$ cat config.mk
export PLATFORM = sky130hd
export DESIGN_NAME = scmp_bus_ctl
export DESIGN_NICKNAME = d
export VERILOG_FILES = /design/src/rtl/scmp_bus_ctl.sv
export SDC_FILE = /design/constraint.sdc
export NUM_CORES = 1
export LEC_CHECK = 0
export ABC_AREA = 1
export CORE_UTILIZATION = 40
export CTS_BUF_LIST = sky130_fd_sc_hd__clkbuf_16
export CTS_CLUSTER_DIAMETER = 120
export CTS_CLUSTER_SIZE = 40
export DETAILED_ROUTE_END_ITERATION = 16
export GPL_ROUTABILITY_DRIVEN = 0
export GPL_TIMING_DRIVEN = 0
export MAX_ROUTING_LAYER = met4
export PLACE_DENSITY = 0.75
export SLEW_MARGIN = 0
export SYNTH_ARGS = -nofsm -noshare
export SYNTH_HDL_FRONTEND = slang
export SYNTH_SLANG_ARGS = --single-unit
export TNS_END_PERCENT = 100
$ cat constraint.sdc
create_clock -name clk -period 1.6 [get_ports clk]
set_clock_uncertainty 0.05 [all_clocks]
set_input_delay 0.24 -clock clk [delete_from_list [all_inputs] [get_ports clk]]
set_output_delay 0.24 -clock clk [all_outputs]
set_load 0.03 [all_outputs]
$ cat src/rtl/scmp_bus_ctl.sv
`default_nettype none
// +--------------------------------------------------------------------------+
// | Module      : scmp_bus_ctl                                               |
// | Description : SC/MP external bus-cycle controller. Arbitrates through    |
// |               the BREQ/ENIN/ENOUT chain and sequences NADS/NRDS/NWDS     |
// |               with NHOLD wait extension. Optional NHOLD watchdog is      |
// |               enabled by defining SCMP_BUS_TIMEOUT_EN.                   |
// | Revision    : 1.0 - initial release                                      |
// +--------------------------------------------------------------------------+
module scmp_bus_ctl #(
    parameter int ADS_CYC  = 2,
    parameter int STRB_CYC = 3,
    parameter int TIMEOUT  = 255
) (
    input  logic        clk,
    input  logic        rst_n,
    input  logic        start,
    input  logic        req_rd,
    input  logic        req_wr,
    input  logic [15:0] req_addr,
    input  logic [3:0]  req_flags,
    input  logic [7:0]  req_wdata,
    output logic        busy,
    output logic        done,
    output logic [7:0]  rdata,
    output logic        bus_err,
    output logic        breq_o,
    input  logic        enin,
    output logic        enout,
    input  logic        nhold_n,
    output logic        ads_n,
    output logic        rds_n,
    output logic        wds_n,
    output logic [15:0] addr_o,
    output logic [3:0]  flags_o,
    output logic        addr_oe,
    output logic [7:0]  dout,
    output logic        dout_oe,
    input  logic [7:0]  din
);

    localparam logic [2:0] c_ST_IDLE = 3'd0;
    localparam logic [2:0] c_ST_REQ  = 3'd1;
    localparam logic [2:0] c_ST_ADDR = 3'd2;
    localparam logic [2:0] c_ST_STRB = 3'd3;
    localparam logic [2:0] c_ST_REL  = 3'd4;

    localparam logic [3:0] c_ADS_LD  = 4'(ADS_CYC - 1);
    localparam logic [3:0] c_STRB_LD = 4'(STRB_CYC - 1);

    if (ADS_CYC < 1 || ADS_CYC > 15 || STRB_CYC < 1 || STRB_CYC > 15 ||
        TIMEOUT < 1 || TIMEOUT > 255) begin : g_param_check
        $error("scmp_bus_ctl: parameter out of range");
    end

    logic [2:0]  r_state;
    logic [2:0]  w_state_nxt;
    logic [3:0]  r_cnt;
    logic [15:0] r_addr;
    logic [3:0]  r_flags;
    logic [7:0]  r_wdata;
    logic        r_rd;
    logic [7:0]  r_rdata;
    logic        w_accept;
    logic        w_cnt_zero;
    logic        w_strb_fin;
    logic        w_abort;

    assign w_accept   = (r_state == c_ST_IDLE) && start && (req_rd || req_wr);
    assign w_cnt_zero = (r_cnt == 4'd0);
    assign w_strb_fin = (r_state == c_ST_STRB) && w_cnt_zero && nhold_n;

`ifdef SCMP_BUS_TIMEOUT_EN
    localparam logic [7:0] c_TMO_LIM = 8'(TIMEOUT);

    logic [7:0] r_tmo;
    logic       r_bus_err;

    assign w_abort = (r_state == c_ST_STRB) && w_cnt_zero && !nhold_n && (r_tmo == c_TMO_LIM);

    // r_tmo counts only the NHOLD extension cycles of the current bus cycle
    always_ff @(posedge clk or negedge rst_n) begin
        if (!rst_n) begin
            r_tmo     <= 8'd0;
            r_bus_err <= 1'b0;
        end else if (w_accept) begin
            r_tmo     <= 8'd0;
            r_bus_err <= 1'b0;
        end else if (w_abort) begin
            r_bus_err <= 1'b1;
        end else if ((r_state == c_ST_STRB) && w_cnt_zero && !nhold_n) begin
            r_tmo <= r_tmo + 8'd1;
        end
    end

    assign bus_err = r_bus_err;
`else
    assign w_abort = 1'b0;
    assign bus_err = 1'b0;
`endif

    always_ff @(posedge clk or negedge rst_n) begin
        if (!rst_n) begin
            r_state <= c_ST_IDLE;
        end else begin
            r_state <= w_state_nxt;
        end
    end

    always_comb begin
        w_state_nxt = r_state;
        busy        = 1'b0;
        done        = 1'b0;
        breq_o      = 1'b0;
        enout       = 1'b0;
        ads_n       = 1'b1;
        rds_n       = 1'b1;
        wds_n       = 1'b1;
        addr_oe     = 1'b0;
        dout_oe     = 1'b0;
        flags_o     = 4'd0;
        case (r_state)
            c_ST_IDLE: begin
                enout = enin;
                if (w_accept) w_state_nxt = c_ST_REQ;
            end
            c_ST_REQ: begin
                busy   = 1'b1;
                breq_o = 1'b1;
                if (enin) w_state_nxt = c_ST_ADDR;
            end
            c_ST_ADDR: begin
                busy    = 1'b1;
                breq_o  = 1'b1;
                addr_oe = 1'b1;
                ads_n   = 1'b0;
                flags_o = r_flags;
                if (w_cnt_zero) w_state_nxt = c_ST_STRB;
            end
            c_ST_STRB: begin
                busy    = 1'b1;
                breq_o  = 1'b1;
                addr_oe = 1'b1;
                rds_n   = !r_rd;
                wds_n   = r_rd;
                dout_oe = !r_rd;
                if (w_strb_fin || w_abort) w_state_nxt = c_ST_REL;
            end
            c_ST_REL: begin
                // strobes are released but address/data keep driving for hold time
                busy        = 1'b1;
                breq_o      = 1'b1;
                addr_oe     = 1'b1;
                dout_oe     = !r_rd;
                done        = 1'b1;
                w_state_nxt = c_ST_IDLE;
            end
            default: w_state_nxt = c_ST_IDLE;
        endcase
    end

    always_ff @(posedge clk or negedge rst_n) begin
        if (!rst_n) begin
            r_cnt   <= 4'd0;
            r_addr  <= 16'd0;
            r_flags <= 4'd0;
            r_wdata <= 8'd0;
            r_rd    <= 1'b0;
            r_rdata <= 8'd0;
        end else begin
            if (w_accept) begin
                r_addr  <= req_addr;
                r_flags <= req_flags;
                r_wdata <= req_wdata;
                r_rd    <= req_rd;
            end
            case (r_state)
                c_ST_REQ:  r_cnt <= c_ADS_LD;
                c_ST_ADDR: r_cnt <= w_cnt_zero ? c_STRB_LD : r_cnt - 4'd1;
                c_ST_STRB: if (!w_cnt_zero) r_cnt <= r_cnt - 4'd1;
                default:   ;
            endcase
            if (w_strb_fin && r_rd) r_rdata <= din;
        end
    end

    assign addr_o = r_addr;
    assign dout   = r_wdata;
    assign rdata  = r_rdata;

endmodule
`default_nettype wire

==> metrics.md <==
| Metric | Value |
|---|---|
| Result of the run | finished with violations |
| Violations in the final reports | negative setup slack |
| Area share of the largest cell type after synthesis | 54.2% |
| Placement Rows | 25 |
| Number of vias per cell | 4.65 |
| Overall power after layout | 6.93 mW |
| Static Leakage | 2.01 nW |
| Number of setup violations in the final report | 8 |
| Number of synthesized register bits | 44 |
| Number of antenna violations at the first check in global routing | 0 |
| Fraction of the core area covered by cells at the end of the flow | 69.8% |
| Combinational family with the most area after synthesis | simple AND/OR/NAND/NOR gates |
| Synthesized netlist net count | 288 |
| Estimated wirelength of the detail-placed design | 3580 microns |
| Post-synthesis compound-gate area fraction | 3.51% |
| Arrival time at the worst endpoint | 1.48 ns |
| Register clock-pin slew on the reported worst setup and hold paths | 0.06 ns |
| Crit Path Class | reg2out |
| Post-synthesis to final-layout area growth | 65.5% |
| Slowest stage cell on the critical path | dfrtp_2 |
| Starting utilization of the core area | 42.2% |
| Startpoint types | register |
| Distinct cell type count of the synthesized netlist | 26 |
| Number of max-cap violations | 0 |
| Total iterations of the first detailed-routing run | 4 |
| Post-synth ARST share | 100% |
| Total gr overflow | 0 |
| Unrepaired setup endpoints after global routing | yes |
| Wire length of the first global-routing pass | 8510 microns |
| Number of standard cells in the final layout excluding fillers | 422 |
| Average routed wire per standard cell | 12.8 microns |
| Critical Path Sink Type | output pin |
| Hold/Removal Path Class | in2async |
| CTS Buf Count | 5 |
| I/O pin count | 89 |
| Cell with the most instances after synthesis | nand2_1 |
| Setup ws final | -0.168 ns |
| DRT antenna net count | 0 |
| Maximum ir drop on the vdd rail | 0.992 mV |
| Synth Area in XOR/XNOR | 0.431% |
| Clk sinks | 44 |
| # port buffers | 87 |
| TritonCTS clock tree | done |
| Number of flops mapped to enable cells by yosys | 0 |
| Final Net Count | 399 |
| Die boundary height | 73.3 microns |
| Multiplexer share of the synthesized area | 0% |
| Post-Route Setup TNS | -0.542 ns |
| Post-synth top cells | nand2_1, dfrtp_1, nand3_1 |
| Ys flop type | dfrtp_1 |
| Required time of the worst setup path | 1.31 ns |
| Via count of the first global-routing pass | 1,927 |
| Total Wirelength | 5400 microns |
| Core outline area | 4820 sq um |
| Shortest period the worst path allows | 1.77 ns |
| Period utilization | 110% |
| H-tree lvl count | 2 |
| Count of endpoints failing hold in the final timing report | 0 |
| Die width | 73.3 microns |
| Worst path cell trace | buf_4 > nor2_4 > nand2_1 > or2_2 > buf_6 |
| Total number of vias | 1,961 |
| Largest cells by area after synthesis | dfrtp_1, nand2_1, nand3_1 |
| Max-slew violation count | 0 |
| Number of standard cells after synthesis | 243 |
| Share of the yosys chip area belonging to registers | 54.2% |
| Basic-gate share of the synthesized area counting and, or, nand and nor cells | 34.5% |
| Cell area after synthesis | 2030 sq um |
| Power per cell area | 2060 nW/um^2 |
| Library cell used as clock root buffer | clkbuf_16 |
| Largest stage delay on the critical path | 0.44 ns |
| Number of placed cells counting well taps | 398 |
| Overall Global Routing Usage | 21.4% |
| Synthesized area per cell | 8.37 sq um |
| Min Hold Slack | 0.294 ns |
| Antenna Diode Count | 0 |
| Area of the die | 5370 sq um |
| Highest clock rate | 566 MHz |
| Largest buffer count on any clock path | 2 |
| Share of final-layout standard cells stronger than drive strength 1 | 21.4% |
| Adder-cell share of the synthesized area | 1.23% |
| Skew-Pair Late Insertion Delay | 0.28 ns |
| Maximum number of pins on one net before global-route repair | 39 |
| Cell taking the most area after synthesis | dfrtp_1 |
| Yosys synthesis warning count | 0 |
| Top fanout value on the critical path | 3 |
| Initial DRC Count | 87 |
| Number of remaining DRC errors | 0 |
## report_power, final
part	total, mW	switching [mW]	internal (mW)	leakage [nW]
logic	4.09	2.50	1.58	1.39
clock network	0.968	0.401	0.567	0.0710
registers	1.87	0.274	1.60	0.548
total	6.93	3.18	3.75	2.01
## layout make-up
type                       instances  area (sq um)
buffer                            10          70.1
multi-input combinational        172           861
fill                             415          1450
clock buffer                       5           125
sequential                        44          1100
tap                               67          83.8
timing repair buffer             104          1040
clock inverter                     3          13.8
inverter                          17          68.8
## layout by cell type (no fill, tap or decap), types with 3 or more instances in the layout
cell	synthesis	routed
clkdlybuf4s50_1	0	42
dlygate4sd2_1	0	11
nor2_1	15	10
clkbuf_16	0	5
nand2_2	3	4
buf_4	2	20
buf_6	1	7
dfrtp_1	44	42
clkbuf_4	0	4
nand3_1	37	37
inv_1	11	10
nand2_1	93	90
dlymetal6s2s_1	0	20
a21oi_2	4	4
nand2_4	2	4
inv_2	6	5
o21ai_1	2	3
nor2_4	2	6
buf_2	4	4
## critical path: cells and delay by family, from the launching register on
family	cells	cell delay, ns
flip-flops	1	0.44
AND/OR/NAND/NOR	3	0.46
buffers and inverters	2	0.30
## kinds of logic (layout without fill, tap and decap cells)
| group | Yosys count | after routing |
|---|---|---|
| and+or+nand+nor | 157 | 157 |
| DFF | 44 | 44 |
| buffers and inverters | 27 | 139 |
| AOI/OAI and AO/OA | 11 | 11 |
| adders and majority gates | 2 | 2 |
| other | 1 | 1 |
| xor gates and xnor gates | 1 | 1 |
## repair_timing
item	in CTS	in global routing
gates resized for setup	99	33
hold buffers	1	0
pin swaps	5	3
buffers inserted	9	6
gates cloned	0	0
endpoints found under the setup margin	24	65
hold endpoints to repair	6	0
## per-layer routing
| layer | part of all wire [%] | up-vias | track usage, % |
|---|---|---|---|
| met3 | 6.4 | 8 | 6.17 |
| met5 | 0 | - | - |
| met1 | 41 | 906 | 24.4 |
| met2 | 51 | 70 | 36.2 |
| li1 | - | 977 | - |
| met4 | 1.2 | 0 | 7.05 |
## worst paths after layout
check | cells past startpoint | startpoint | end | slack, ns
setup / recovery | 5 | r_state[2] | wds_n | -0.17
min in group clk | 2 | dout[5] | dout[5] | 0.41
hold reg to reg | 2 | dout[5] | dout[5] | 0.41
setup reg to reg | 10 | r_state[2] | rdata[7] | 0.01
max in group asynchronous | 3 | rst_n | r_state[2] | 0.74
hold / removal | 2 | rst_n | r_cnt[0] | 0.29
## sequential cells by signal, indices dropped and copies added, names as in the netlist
register  cells
rdata         8
r_cnt         4
r_state       3
r_rd          1
addr_o       16
r_flags       4
dout          8
## metrics by stage
stage / setup slack, ns / cell area (sq um)
6_report: -0.168 / 3360
5_1_grt: -0.207 / 3360
4_1_cts: -0.114 / 3240
3_5_place_dp: -0.570 / 3020
3_3_place_gp: -1.01 / 3000
2_1_floorplan: -0.0423 / 2050
(Power assumes the default switching activity.)
